<file path="src/rtl/sccb_write_master.sv">
// sccb_write_master
// -----------------------------------------------------------------------------
// Three-phase SCCB (OV7670 style, I2C compatible) write master. A single write
// sends START, the ID byte, the sub-address byte, the data byte and STOP. Each
// byte is followed by a ninth "don't care" bit during which SIOD is released.
// The bus timing comes from a quarter-bit tick counter running on the system
// clock. SIOC is a registered output and is never used as a clock.
//
// Parameters:
//   QUARTER_CYCLES  system clocks per quarter SIOC period (>= 2)
//
// Ports:
//   clk_i       system clock, rising edge
//   rst_ni      asynchronous active-low reset
//   start_i     write request, taken only while ready_o = 1
//   dev_addr_i  SCCB ID byte including the write bit, latched on accept
//   reg_addr_i  sub-address byte, latched on accept
//   data_i      data byte, latched on accept
//   ready_o     idle and able to accept start_i
//   done_o      one-cycle pulse when a write completes
//   sioc_o      SIOC level
//   siod_o      SIOD value while driven
//   siod_oe_o   1 = drive SIOD, 0 = release to the pull-up
// -----------------------------------------------------------------------------
module sccb_write_master #(
  parameter int QUARTER_CYCLES = 250
) (
  input  logic       clk_i,
  input  logic       rst_ni,
  input  logic       start_i,
  input  logic [7:0] dev_addr_i,
  input  logic [7:0] reg_addr_i,
  input  logic [7:0] data_i,
  output logic       ready_o,
  output logic       done_o,
  output logic       sioc_o,
  output logic       siod_o,
  output logic       siod_oe_o
);

  localparam int TW = (QUARTER_CYCLES > 1) ? $clog2(QUARTER_CYCLES) : 1;
  localparam logic [TW-1:0] TICK_LAST = TW'(QUARTER_CYCLES - 1);

  typedef enum logic [1:0] {
    IDLE  = 2'd0,
    START = 2'd1,
    BYTE  = 2'd2,
    STOP  = 2'd3
  } state_t;

  state_t        state;
  state_t        nxt_state;
  logic [TW-1:0] tick;
  logic [1:0]    quarter;
  logic [1:0]    nxt_quarter;
  logic [3:0]    bit_idx;
  logic [3:0]    nxt_bit;
  logic [1:0]    byte_idx;
  logic [1:0]    nxt_byte;
  logic [7:0]    dev_byte;
  logic [7:0]    reg_byte;
  logic [7:0]    data_byte;
  logic [7:0]    cur_byte;
  logic          quarter_end;
  logic          nxt_sioc;
  logic          nxt_siod;
  logic          nxt_oe;

  assign quarter_end = (tick == TICK_LAST);

  // Bus position after the current cycle. The position only moves when the
  // tick counter wraps, so a quarter always lasts exactly QUARTER_CYCLES.
  // Bits 0..7 carry data MSB first and bit 8 is the released ACK slot.
  always_comb begin
    nxt_state   = state;
    nxt_quarter = quarter;
    nxt_bit     = bit_idx;
    nxt_byte    = byte_idx;
    if (state != IDLE && quarter_end) begin
      if (quarter != 2'd3) begin
        nxt_quarter = quarter + 2'd1;
      end else begin
        nxt_quarter = 2'd0;
        case (state)
          START: begin
            nxt_state = BYTE;
            nxt_bit   = 4'd0;
            nxt_byte  = 2'd0;
          end
          BYTE: begin
            if (bit_idx != 4'd8) begin
              nxt_bit = bit_idx + 4'd1;
            end else if (byte_idx != 2'd2) begin
              nxt_bit  = 4'd0;
              nxt_byte = byte_idx + 2'd1;
            end else begin
              nxt_state = STOP;
            end
          end
          STOP:    nxt_state = IDLE;
          default: nxt_state = IDLE;
        endcase
      end
    end
  end

  // Pin levels for the upcoming bus position. They are computed from the
  // next position and registered, so every pin changes on the same edge
  // that enters a new quarter and no input reaches a pin combinationally.
  // START q2 and STOP q3 are the only places SIOD moves while SIOC is high.
  always_comb begin
    nxt_sioc = 1'b1;
    nxt_siod = 1'b1;
    nxt_oe   = 1'b0;
    case (nxt_byte)
      2'd0:    cur_byte = dev_byte;
      2'd1:    cur_byte = reg_byte;
      default: cur_byte = data_byte;
    endcase
    case (nxt_state)
      START: begin
        nxt_oe   = 1'b1;
        nxt_siod = ~nxt_quarter[1];
      end
      BYTE: begin
        nxt_sioc = nxt_quarter[1];
        if (nxt_bit != 4'd8) begin
          nxt_oe   = 1'b1;
          nxt_siod = cur_byte[~nxt_bit[2:0]];
        end
      end
      STOP: begin
        nxt_oe   = 1'b1;
        nxt_sioc = nxt_quarter[1];
        nxt_siod = (nxt_quarter == 2'd3);
      end
      default: begin
        nxt_sioc = 1'b1;
        nxt_siod = 1'b1;
        nxt_oe   = 1'b0;
      end
    endcase
  end

  // Main FSM with registered outputs. Accepting a request drives the
  // START q0 levels directly, so the first quarter begins on the cycle
  // after the accept. The done cycle is an IDLE cycle, which lets a new
  // request be accepted in it with no idle gap.
  always_ff @(posedge clk_i or negedge rst_ni) begin
    if (!rst_ni) begin
      state     <= IDLE;
      tick      <= '0;
      quarter   <= 2'd0;
      bit_idx   <= 4'd0;
      byte_idx  <= 2'd0;
      dev_byte  <= 8'd0;
      reg_byte  <= 8'd0;
      data_byte <= 8'd0;
      ready_o   <= 1'b1;
      done_o    <= 1'b0;
      sioc_o    <= 1'b1;
      siod_o    <= 1'b1;
      siod_oe_o <= 1'b0;
    end else begin
      done_o <= 1'b0;
      if (state == IDLE) begin
        if (start_i && ready_o) begin
          dev_byte  <= dev_addr_i;
          reg_byte  <= reg_addr_i;
          data_byte <= data_i;
          tick      <= '0;
          quarter   <= 2'd0;
          bit_idx   <= 4'd0;
          byte_idx  <= 2'd0;
          state     <= START;
          ready_o   <= 1'b0;
          sioc_o    <= 1'b1;
          siod_o    <= 1'b1;
          siod_oe_o <= 1'b1;
        end
      end else begin
        tick      <= quarter_end ? '0 : tick + 1'b1;
        state     <= nxt_state;
        quarter   <= nxt_quarter;
        bit_idx   <= nxt_bit;
        byte_idx  <= nxt_byte;
        sioc_o    <= nxt_sioc;
        siod_o    <= nxt_siod;
        siod_oe_o <= nxt_oe;
        if (state == STOP && quarter == 2'd3 && quarter_end) begin
          ready_o <= 1'b1;
          done_o  <= 1'b1;
        end
      end
    end
  end

endmodule

</file>
<file path="config.mk">
export PLATFORM = sky130hd
export DESIGN_NAME = sccb_write_master
export DESIGN_NICKNAME = d
export VERILOG_FILES = /design/src/rtl/sccb_write_master.sv
export SDC_FILE = /design/constraint.sdc
export NUM_CORES = 1
export LEC_CHECK = 0
export ABC_CLOCK_PERIOD_IN_PS = 6400
export BUFFER_PORTS_ARGS = -buffer_cell sky130_fd_sc_hd__buf_2
export CELL_PAD_IN_SITES_DETAIL_PLACEMENT = 0
export CELL_PAD_IN_SITES_GLOBAL_PLACEMENT = 1
export CORE_MARGIN = 4
export CORE_UTILIZATION = 49
export CTS_CLUSTER_DIAMETER = 40
export DETAILED_ROUTE_END_ITERATION = 10
export PLACE_DENSITY = 0.88
export REMOVE_ABC_BUFFERS = 1
export SLEW_MARGIN = 10
export SYNTH_ARGS = -nofsm -noshare
export SYNTH_HDL_FRONTEND = slang
export SYNTH_SLANG_ARGS = --single-unit
export TNS_END_PERCENT = 50
</file>
<file path="constraint.sdc">
create_clock -name clk_i -period 6.4 [get_ports clk_i]
set_input_delay 0.96 -clock clk_i [delete_from_list [all_inputs] [get_ports clk_i]]
set_output_delay 0.96 -clock clk_i [all_outputs]
set_load 0.03 [all_outputs]
</file>
==> impl_metrics.py, run 1 <==
metrics = {
    "setup_path": {
        "path_cells": "inv_1 > ha_1 > nand4bb_4 > a2111o_1 > a21oi_1 > mux2i_1 > a2111oi_0 > a21oi_1 > o2bb2ai_1 > a211oi_2",
        "cpMostUsedCell": "a21oi_1",
        "worst_ep_required_time_ps": 6630,
        "slowest_stage": "a21oi_1",
        "crit_arrival_ps": 3840,
        "end_kind": "register",
        "worst-setup-path-type": "register to register",
        "critPathMaxStageDelay_ps": 870,
        "path_delay_family": "compound AO/OA/AOI/OAI gates",
        "start_kind": "register",
        "cp_num_buf_inv": 1,
        "cp_max_fo": 22,
    },
    "logic_synthesis": {
        "ys.flop_type": "dfrtp_1",
        "synth_edf_count": 0,
        "ys_seq_area_frac": 0.458,
        "async_flop_share": 1.00,
        "syn_area_per_cell_um2": 10.5,
        "netlist_instances": 245,
        "synthTopCellsByArea": "dfrtp_1 43%, mux2_2 10%, ha_1 4.9%",
        "synth_top_area_frac": 0.427,
        "ys_types": 49,
        "yosysWarningCount": 0,
        "synth_top_area_cell": "dfrtp_1",
        "syn_area_um2": 2580,
        "ys_ff_latch": 47,
    },
    "run_status": {
        "status": "completed",
    },
    "clocking": {
        "clock_latency_ps": 300,
        "post_cts_buffers": 0,
        "numCtsBuffers": 5,
        "hold_buffers": 0,
        "cts_max_path_buffers": 2,
        "cts.clk_slew.worst_paths_ps": 90,
        "clkSinkCount": 47,
        "post_cts_resized": 0,
        "cts-root-buf": "clkbuf_8",
        "htree_num_levels": 2,
        "cts_tree": "yes",
    },
    "power_and_ir_drop": {
        "seqPwrFrac": 0.564,
        "p_per_area_nw_per_um2": 182,
        "peakVddDrop_v": 0.000110,
        "swShare": 0.204,
        "p_leak_nw": 1.27,
        "intPower_w": 0.000419,
        "power_frac_clock": 0.412,
        "comb_power_share": 0.025,
        "p_switching_w": 0.000107,
    },
    "sta": {
        "fin_crit_sh": 0.565,
        "setup_viol": 0,
        "skew_ps": 5.38,
        "worst_pin_slew_ps": 1090,
        "finalMaxSlewViolations": 0,
        "grt_setup_unrepaired": "no",
        "finalHoldViolations": 0,
        "finalSetupTns_ps": 0,
        "period_needed_ps": 3620,
        "slew_headroom": 0.272,
        "max_freq_mhz": 277,
    },
    "die": {
        "die-height_um": 80.5,
        "io_pins": 32,
        "die_x_um": 80.5,
        "core_region_area_um2": 5110,
        "die-area_um2": 6490,
        "start_util": 0.505,
        "row_count": 26,
    },
    "global_routing": {
        "grt_max_degree": 48,
        "grt_overflow": 0,
        "antenna_found_initial": 0,
        "grt_pass1_wl_mm": 8.61,
        "grt_util_all_layers": 0.173,
        "grt_pass1_vias": 1819,
    },
    "drt": {
        "drt_wl_total_mm": 5.08,
        "wl_per_cell_um": 14.7,
        "first_pass_iters": 4,
        "via_per_inst": 5.61,
        "dr_total_vias": 1934,
        "drtIter0Drc": 149,
        "remaining_drc_errors": 0,
        "final_antenna_net_count": 0,
    },
    "place": {
        "io_buffers": 31,
        "gp_congestion": 0.804,
        "dp.cells": 337,
        "dp_hpwl_mm": 3.72,
    },
    "layout": {
        "num-fill-cells": 463,
        "fin_cells": 345,
        "syn2layout_area_growth_pct": 12.0,
        "diodes": 0,
        "nets": 311,
        "drive_above_1_share": 0.262,
    },
    "hold_path": {
        "hold_path_class": "register to register",
    },
    "flow_run": {
        "maxCapViolations": 0,
    },
}
[registers in the layout, indices dropped and copies added (netlist names), 2 cells and up]
signal     count
bit_idx        4
dev_byte       8
data_byte      8
reg_byte       8
quarter        2
byte_idx       2
state          2
tick           8
[placed cells by master, fill, tap and decap left out, types with 2 or more instances in the layout]
master / count
buf_2: 31
nor3_1: 4
a211oi_2: 2
clkbuf_8: 5
dfrtp_1: 44
or2_2: 2
a21oi_1: 8
a31oi_1: 5
nor2_1: 18
a22oi_1: 2
nand4_1: 4
mux2i_1: 10
ha_1: 10
and3_1: 2
a21o_1: 2
a2111oi_0: 2
and3b_1: 2
o22ai_1: 7
mux2_2: 24
o31ai_1: 2
o41ai_1: 2
nor4_1: 3
nand2_1: 22
nand3_1: 6
o21ai_0: 18
inv_1: 8
and4_1: 2
a211o_1: 3
dfstp_2: 3
[layer usage]
| metal | share of wire | global-route usage |
|---|---|---|
| met5 | 0 | 0 |
| met4 | 0.0094 | 0.0456 |
| met3 | 0.039 | 0.0381 |
| met2 | 0.47 | 0.279 |
| met1 | 0.48 | 0.234 |
[kinds of logic (layout without fill, tap and decap cells)]
group | after synthesis | in the layout | share of synthesized area
AO/OA/AOI/OAI | 59 | 59 | 0.151
XOR/XNOR | 1 | 1 | 0.00340
adder cells (fa/ha/maj) | 10 | 10 | 0.0485
buffers and inverters | 17 | 47 | 0.0281
flip-flops | 47 | 47 | 0.458
multiplexers | 34 | 34 | 0.144
AND/OR/NAND/NOR | 77 | 77 | 0.168
[path summary, 6_finish.rpt]
check / start / endpoint / slack (ps) / depth (start not counted)
worst min-delay path: sioc_o / sioc_o / 510 / 2
min in group asynchronous: rst_ni / quarter[0] / 820 / 1
worst min register to register: sioc_o / sioc_o / 510 / 2
worst max register to register: state[0] / siod_o / 2780 / 10
max in group asynchronous: rst_ni / dev_byte[5] / 4950 / 1
worst max-delay path: state[0] / siod_o / 2780 / 10
[power groups by stage]
stage               sequential [W]  combinational, W  clock (W)
floorplan                 0.000303       0.000000166          0
global placement          0.000303         0.0000134          0
detailed placement        0.000303         0.0000138          0
CTS                       0.000297         0.0000137   0.000223
global route              0.000297         0.0000155   0.000235
finish                    0.000297         0.0000130   0.000217
[synth_stat cells (6+ instances only)]
library cell / instances
a21oi_1: 8
clkbuf_1: 6
dfrtp_1: 44
ha_1: 10
inv_1: 8
mux2_2: 24
mux2i_1: 10
nand2_1: 22
nand3_1: 6
nor2_1: 18
o21ai_0: 18
o22ai_1: 7
[cell type report]
type	instances	area, µm²	area share
flip-flops and latches	47	1180	0.408
well taps	70	87.6	0.0303
clock inverters	2	37.5	0.0130
multi-input cells	181	1330	0.459
inverters	8	30.0	0.0104
repair buffers	31	155	0.0537
clock buffers	6	72.6	0.0251
[metrics by stage]
step / utilization / hold slack [ps] / power, W / worst slack (ps) / instance area, µm²
floorplan: - / 475 / 0.000303 / 3250 / 2540
finish: 0.566 / 511 / 0.000526 / 2780 / 2890
detailed placement: 0.544 / 494 / 0.000316 / 2780 / 2780
CTS: 0.566 / 515 / 0.000533 / 2750 / 2890
global route: 0.566 / 527 / 0.000547 / 2420 / 2890
global placement: 0.544 / 492 / 0.000316 / 2840 / 2780
[tightest hold or removal path, delay by kind of cell (launching register included)]
family / cells / cell delay, ps
compound gates: 1 / 50
flops: 1 / 380
simple gates: 1 / 90
No activity file was read; power rests on OpenSTA's default activity.
==> run 2: changes to the inputs <==
--- a/config.mk
+++ b/config.mk
@@ -5,15 +5,16 @@
 export SDC_FILE = /design/constraint.sdc
 export NUM_CORES = 1
 export LEC_CHECK = 0
-export ABC_CLOCK_PERIOD_IN_PS = 6400
+export ABC_AREA = 1
+export ABC_CLOCK_PERIOD_IN_PS = 3600
 export BUFFER_PORTS_ARGS = -buffer_cell sky130_fd_sc_hd__buf_2
 export CELL_PAD_IN_SITES_DETAIL_PLACEMENT = 0
 export CELL_PAD_IN_SITES_GLOBAL_PLACEMENT = 1
 export CORE_MARGIN = 4
-export CORE_UTILIZATION = 49
+export CORE_UTILIZATION = 43
 export CTS_CLUSTER_DIAMETER = 40
 export DETAILED_ROUTE_END_ITERATION = 10
-export PLACE_DENSITY = 0.88
+export PLACE_DENSITY = 0.83
 export REMOVE_ABC_BUFFERS = 1
 export SLEW_MARGIN = 10
 export SYNTH_ARGS = -nofsm -noshare
==> constraint.sdc (replaced) <==
create_clock -name clk_i -period 3.6 [get_ports clk_i]
set_input_delay 0.54 -clock clk_i [delete_from_list [all_inputs] [get_ports clk_i]]
set_output_delay 0.54 -clock clk_i [all_outputs]
set_load 0.03 [all_outputs]
==> run 2 against run 1 <==
Against the previous run:
- first-iteration DRC count down 29%
- worst setup slack worse by 1700 ps
- clock power up 42%
- wire length up 12%
- maximum frequency up 47%
- utilization down 7.3 points
- largest cell class unchanged
==> impl_metrics.py, run 2 <==
metrics = {
    "logic_synthesis": {
        "ys_seq_area_frac": 0.448,
        "synth_edf_count": 0,
        "netlist_instances": 341,
        "synth_top_area_cell": "dfrtp_1",
        "ys.flop_type": "dfrtp_1",
        "synth_most_common_cell": "nand2_1",
        "synthTopCellsByArea": "dfrtp_1 42%, nand2_1 17%, nand3_1 6.3%",
        "syn_area_um2": 2630,
        "ys_ff_latch": 47,
        "synth_top_area_frac": 0.418,
        "ys_types": 33,
        "async_flop_share": 1.00,
        "syn_area_per_cell_um2": 7.72,
        "yosysWarningCount": 0,
        "yosys-top-cells-count": "122 x nand2_1, 44 x dfrtp_1, 33 x nand3_1",
    },
    "setup_path": {
        "worst-setup-path-type": "register to register",
        "cpMostUsedCell": "nand2_1",
        "worst_ep_required_time_ps": 3840,
        "crit_arrival_ps": 2700,
        "slowest_stage": "dfrtp_1",
        "reg2reg_slack_ps": 1130,
        "end_kind": "register",
        "worst_r2r_path_depth": 16,
        "path_cells": "inv_1 > ha_1 > inv_2 > nand4_1 > nand2_1 > nand2_4 > nand2_1 > clkinv_1 > nand2_1 > nand3_1 > nand2_1 > nand2_1 > nand3_1 > nand3_1 > nand2_1 > a21oi_2",
        "startpoint": "state[0]",
        "r2r_end": "siod_o",
        "cp_max_fo": 18,
        "start_kind": "register",
        "cp_num_buf_inv": 3,
        "path_delay_family": "simple AND/OR/NAND/NOR gates",
        "reg2reg_from": "state[0]",
        "critPathMaxStageDelay_ps": 400,
    },
    "die": {
        "io_pins": 32,
        "core_region_area_um2": 5920,
        "die_x_um": 86.2,
        "row_count": 28,
        "die-area_um2": 7430,
        "die-height_um": 86.2,
        "start_util": 0.444,
    },
    "clocking": {
        "cts_tree": "yes",
        "hold_buffers": 0,
        "numCtsBuffers": 5,
        "clkSinkCount": 47,
        "cts_max_path_buffers": 2,
        "post_cts_resized": 0,
        "cts-root-buf": "clkbuf_8",
        "htree_num_levels": 2,
        "cts.clk_slew.worst_paths_ps": 90,
        "clock_latency_ps": 300,
        "post_cts_buffers": 0,
    },
    "layout": {
        "multi_input_area_um2": 1270,
        "drive_above_1_share": 0.148,
        "nets": 408,
        "final_cell_area_um2": 2920,
        "final_common_cell": "nand2_1",
        "num-fill-cells": 604,
        "mostFrequentLayoutCells": "122 x nand2_1, 44 x dfrtp_1, 33 x nand3_1",
        "diodes": 0,
        "syn2layout_area_growth_pct": 10.8,
        "seqCellArea_um2": 1180,
    },
    "global_routing": {
        "antenna_found_initial": 0,
        "grtUsageMet3": 0.0323,
        "grt_pass1_wl_mm": 9.78,
        "grt_util_all_layers": 0.165,
        "grt_pass1_vias": 2101,
        "top_usage_layer": "met2",
        "grt_max_degree": 48,
        "use_met1": 0.219,
        "grt_use_met2": 0.276,
        "grt_overflow": 0,
    },
    "drt": {
        "via_per_inst": 5.02,
        "dr_total_vias": 2244,
        "remaining_drc_errors": 0,
        "wl_per_cell_um": 12.7,
        "drtIter0Drc": 106,
        "final_antenna_net_count": 0,
        "first_pass_iters": 4,
        "drt_wl_total_mm": 5.68,
    },
    "sta": {
        "skew_ps": 8.15,
        "setup_viol": 0,
        "finalMaxSlewViolations": 0,
        "max_freq_mhz": 405,
        "worst_pin_slew_ps": 1050,
        "finalSetupTns_ps": 0,
        "setup_ws_ps": 1130,
        "slew_headroom": 0.298,
        "grt_setup_unrepaired": "no",
        "fin_hold_ws_ps": 423,
        "fin_crit_sh": 0.685,
        "finalHoldViolations": 0,
        "period_needed_ps": 2470,
    },
    "flow_run": {
        "maxCapViolations": 0,
    },
    "power_and_ir_drop": {
        "p_leak_nw": 1.52,
        "peakVddDrop_v": 0.000149,
        "p_per_area_nw_per_um2": 295,
    },
    "hold_path": {
        "hold_path_class": "input pin to asynchronous set/reset pin",
    },
    "place": {
        "placed_cell_area_um2": 2840,
        "io_buffers": 31,
        "dp_slack_ps": 1140,
        "gp_congestion": 0.834,
        "dp_hpwl_mm": 4.18,
    },
    "run_status": {
        "status": "completed",
    },
}
## run 2: area by class of cell
type	count	area share
flip-flops and latches	47	0.405
repair buffers	32	0.0558
well taps	75	0.0322
clock inverters	1	0.00172
multi-input cells	251	0.436
inverters	34	0.0438
clock buffers	7	0.0262
## run 2: logic make-up after synthesis
family                   count (synthesis)  share of synthesized area
adder cells (fa/ha/maj)                 10                     0.0476
flip-flops                              47                      0.448
AO/OA/AOI/OAI                           41                     0.0899
XOR/XNOR                                 5                     0.0166
buffers and inverters                   43                     0.0685
AND/OR/NAND/NOR                        195                      0.329
## run 2: how the worst max path moves through the flow
stage | to | depth (start not counted)
after floorplan | data_byte[1] | 7
after global placement | siod_o | 16
after detailed placement | siod_o | 16
after CTS | siod_o | 16
after global routing | siod_o | 16
final | siod_o | 16
## run 2: power breakdown
group | internal [W] | total (W) | switching (W)
logic | 0.00000988 | 0.0000236 | 0.0000137
registers | 0.000528 | 0.000528 | 0
clock network | 0.000137 | 0.000309 | 0.000172
## run 2: through the flow
step	utilization	instances	total power, W
finish	0.493	447	0.000860
global route	0.493	447	0.000898
CTS	0.493	447	0.000873
detailed placement	0.479	439	0.000563
global placement	0.479	439	0.000562
floorplan	-	332	0.000539
## run 2: routing by layer
layer | routed length [µm] | up-vias
met5 | 0 | -
li1 | - | 1163
met1 | 2540 | 1019
met4 | 59 | 0
met3 | 270 | 6
met2 | 2810 | 56
## run 2: worst reg2reg max path: cells and delay by family (launching register included)
family | cells | cell delay, ps
buffers and inverters | 3 | 380
AOI/OAI and AO/OA | 1 | 110
adders and majority gates | 1 | 390
DFF | 1 | 400
and+or+nand+nor | 11 | 1140
==> run 3: changes to the inputs <==
--- a/config.mk
+++ b/config.mk
@@ -5,16 +5,16 @@
 export SDC_FILE = /design/constraint.sdc
 export NUM_CORES = 1
 export LEC_CHECK = 0
-export ABC_AREA = 1
-export ABC_CLOCK_PERIOD_IN_PS = 3600
+export ABC_AREA = 0
+export ABC_CLOCK_PERIOD_IN_PS = 2200
 export BUFFER_PORTS_ARGS = -buffer_cell sky130_fd_sc_hd__buf_2
 export CELL_PAD_IN_SITES_DETAIL_PLACEMENT = 0
 export CELL_PAD_IN_SITES_GLOBAL_PLACEMENT = 1
 export CORE_MARGIN = 4
-export CORE_UTILIZATION = 43
+export CORE_UTILIZATION = 41
 export CTS_CLUSTER_DIAMETER = 40
 export DETAILED_ROUTE_END_ITERATION = 10
-export PLACE_DENSITY = 0.83
+export PLACE_DENSITY = 0.79
 export REMOVE_ABC_BUFFERS = 1
 export SLEW_MARGIN = 10
 export SYNTH_ARGS = -nofsm -noshare
==> constraint.sdc (replaced) <==
create_clock -name clk_i -period 2.2 [get_ports clk_i]
set_input_delay 0.33 -clock clk_i [delete_from_list [all_inputs] [get_ports clk_i]]
set_output_delay 0.33 -clock clk_i [all_outputs]
set_load 0.03 [all_outputs]
==> run 3 against run 2 <==
Against the previous run:
- the run now ends with negative setup slack left
- register-to-register slack got worse by 1400 ps
- total power increased by 69%
- die area increased by 2.5%
- global-route usage increased by 1.8 points
- wire length increased by 12%
- worst setup slack got worse by 1400 ps
- critical path depth decreased by 5
- cell area increased by 20%
- via count decreased by 0.98%
- critical endpoint unchanged
==> impl_metrics.py, run 3 (same netlist as run 1, synthesis figures left out) <==
metrics = {
    "run_status": {
        "status": "complete, but fails checks",
        "violations": "negative setup slack",
    },
    "setup_path": {
        "startpoint": "state[1]",
        "critPathMaxStageDelay_ps": 480,
        "end_kind": "register",
        "crit_arrival_ps": 2740,
        "worst_r2r_path_depth": 11,
        "path_cells": "buf_4 > ha_2 > a2111o_1 > a21oi_2 > buf_6 > buf_6 > mux2i_1 > nor3_1 > nor4_1 > o2bb2ai_1 > a211oi_2",
        "start_kind": "register",
        "worst_ep_required_time_ps": 2440,
        "cpMostUsedCell": "buf_6",
        "reg2reg_slack_ps": -310,
        "r2r_end": "siod_o",
        "worst-setup-path-type": "register to register",
        "slowest_stage": "a2111o_1",
        "cp_max_fo": 7,
        "reg2reg_from": "state[1]",
        "cp-endpoint": "siod_o",
    },
    "clocking": {
        "cts_max_path_buffers": 2,
        "clock_latency_ps": 310,
        "post_cts_buffers": 0,
        "htree_num_levels": 2,
        "clkSinkCount": 47,
        "cts_tree": "yes",
        "cts-root-buf": "clkbuf_8",
        "cts.clk_slew.worst_paths_ps": 90,
        "numCtsBuffers": 5,
    },
    "place": {
        "placed_cell_area_um2": 3290,
        "dp_slack_ps": -441,
        "dp_hpwl_mm": 4.79,
        "io_buffers": 31,
        "gp_congestion": 0.864,
    },
    "global_routing": {
        "grt_max_degree": 29,
        "grt_util_all_layers": 0.183,
        "grt_pass1_wl_mm": 11.0,
        "grt_overflow": 0,
        "antenna_found_initial": 0,
        "grt_pass1_vias": 2313,
    },
    "layout": {
        "final_common_cell": "buf_4",
        "seqCellArea_um2": 1180,
        "fin_util": 0.583,
        "multi_input_area_um2": 1430,
        "final_cell_area_um2": 3510,
        "mostFrequentLayoutCells": "58 x buf_4, 44 x dfrtp_1, 31 x buf_2",
        "nets": 376,
        "drive_above_1_share": 0.459,
        "num-fill-cells": 559,
        "syn2layout_area_growth_pct": 36.2,
        "diodes": 0,
    },
    "die": {
        "row_count": 28,
        "core_region_area_um2": 6030,
        "die-area_um2": 7620,
        "die-height_um": 87.3,
        "start_util": 0.428,
        "io_pins": 32,
        "die_x_um": 87.3,
    },
    "power_and_ir_drop": {
        "comb_power_share": 0.031,
        "p_per_area_nw_per_um2": 413,
        "intPower_w": 0.00111,
        "p_leak_nw": 1.61,
        "power_frac_clock": 0.375,
        "p_switching_w": 0.000338,
        "peakVddDrop_v": 0.000342,
        "seqPwrFrac": 0.595,
        "swShare": 0.233,
    },
    "sta": {
        "fin_hold_ws_ps": 247,
        "skew_ps": 7.37,
        "period_needed_ps": 2510,
        "slew_headroom": 0.655,
        "setup_viol": 2,
        "max_freq_mhz": 399,
        "finalHoldViolations": 0,
        "finalMaxSlewViolations": 0,
        "grt_setup_unrepaired": "yes",
        "setup_ws_ps": -306,
        "fin_crit_sh": 1.14,
        "worst_pin_slew_ps": 516,
    },
    "drt": {
        "first_pass_iters": 4,
        "drtIter0Drc": 89,
        "wl_per_cell_um": 15.4,
        "dr_total_vias": 2222,
        "final_antenna_net_count": 0,
        "via_per_inst": 5.35,
        "remaining_drc_errors": 0,
        "drt_wl_total_mm": 6.39,
    },
    "hold_path": {
        "hold_path_class": "input pin to register",
    },
    "flow_run": {
        "maxCapViolations": 0,
    },
}
## run 3: cell count changes in the layout (fill, tap and decap cells not counted), moves of 4 or more
cell | before | now
xor2_1 | 4 | 0
buf_6 | 0 | 4
nand3_1 | 33 | 5
mux2i_1 | 0 | 10
nor2_1 | 21 | 17
o22ai_1 | 11 | 7
nand2_1 | 122 | 21
buf_4 | 1 | 58
ha_1 | 10 | 6
mux2_2 | 0 | 24
inv_1 | 30 | 4
## run 3: layer usage
metal | GRT usage | wire (µm) | vias to the layer above
li1 | - | - | 1101
met1 | 0.236 | 2940 | 1079
met2 | 0.316 | 3180 | 35
met3 | 0.0284 | 198 | 7
met4 | 0.0516 | 68 | 0
met5 | 0 | 0 | -
## run 3: area by class of cell
type | count | area share
multi-input cells | 181 | 0.408
flip-flops and latches | 47 | 0.336
repair buffers | 96 | 0.195
well taps | 75 | 0.0267
clock buffers | 6 | 0.0207
inverters | 8 | 0.00855
clock inverters | 2 | 0.00499
## run 3: power by group through the flow
stage	Sequential [W]	Combinational [W]	Clock, W
2_1_floorplan	0.000881	0.000000481	0
3_3_place_gp	0.000880	0.0000446	0
3_5_place_dp	0.000880	0.0000454	0
4_1_cts	0.000863	0.0000468	0.000561
5_1_grt	0.000864	0.0000515	0.000589
6_report	0.000863	0.0000443	0.000544
## run 3: worst min-delay path by stage
stage                        startpoint           to  slack [ps]  cells past startpoint
after floorplan                  rst_ni   bit_idx[0]          30                      0
after global placement           rst_ni      tick[0]         330                      1
after detailed placement         rst_ni      tick[0]         340                      1
after CTS                 dev_addr_i[6]  dev_byte[6]         240                      2
after global routing      dev_addr_i[6]  dev_byte[6]         240                      2
final                     dev_addr_i[6]  dev_byte[6]         250                      2
## run 3: stage by stage
step	cells	total power, W	TNS [ps]
after floorplan	236	0.000881	-2990
after global placement	406	0.000925	-679
after detailed placement	406	0.000926	-720
after CTS	415	0.00147	-457
after global routing	415	0.00150	-761
final	415	0.00145	-440
## run 3: timing repair
item | in CTS | in global routing
endpoints found under the setup margin | 2 | 3
gates cloned | 0 | 0
pin swaps | 18 | 3
hold buffers | 1 | 0
hold endpoints to repair | 3 | 0
gates resized for setup | 26 | 3
## run 3: critical path: cells and delay by family (launching register included)
kind | cells | cell delay [ps]
buffers and inverters | 3 | 420
adders and majority gates | 1 | 200
AOI/OAI and AO/OA | 4 | 900
and+or+nand+nor | 2 | 310
DFF | 1 | 400
muxes | 1 | 200
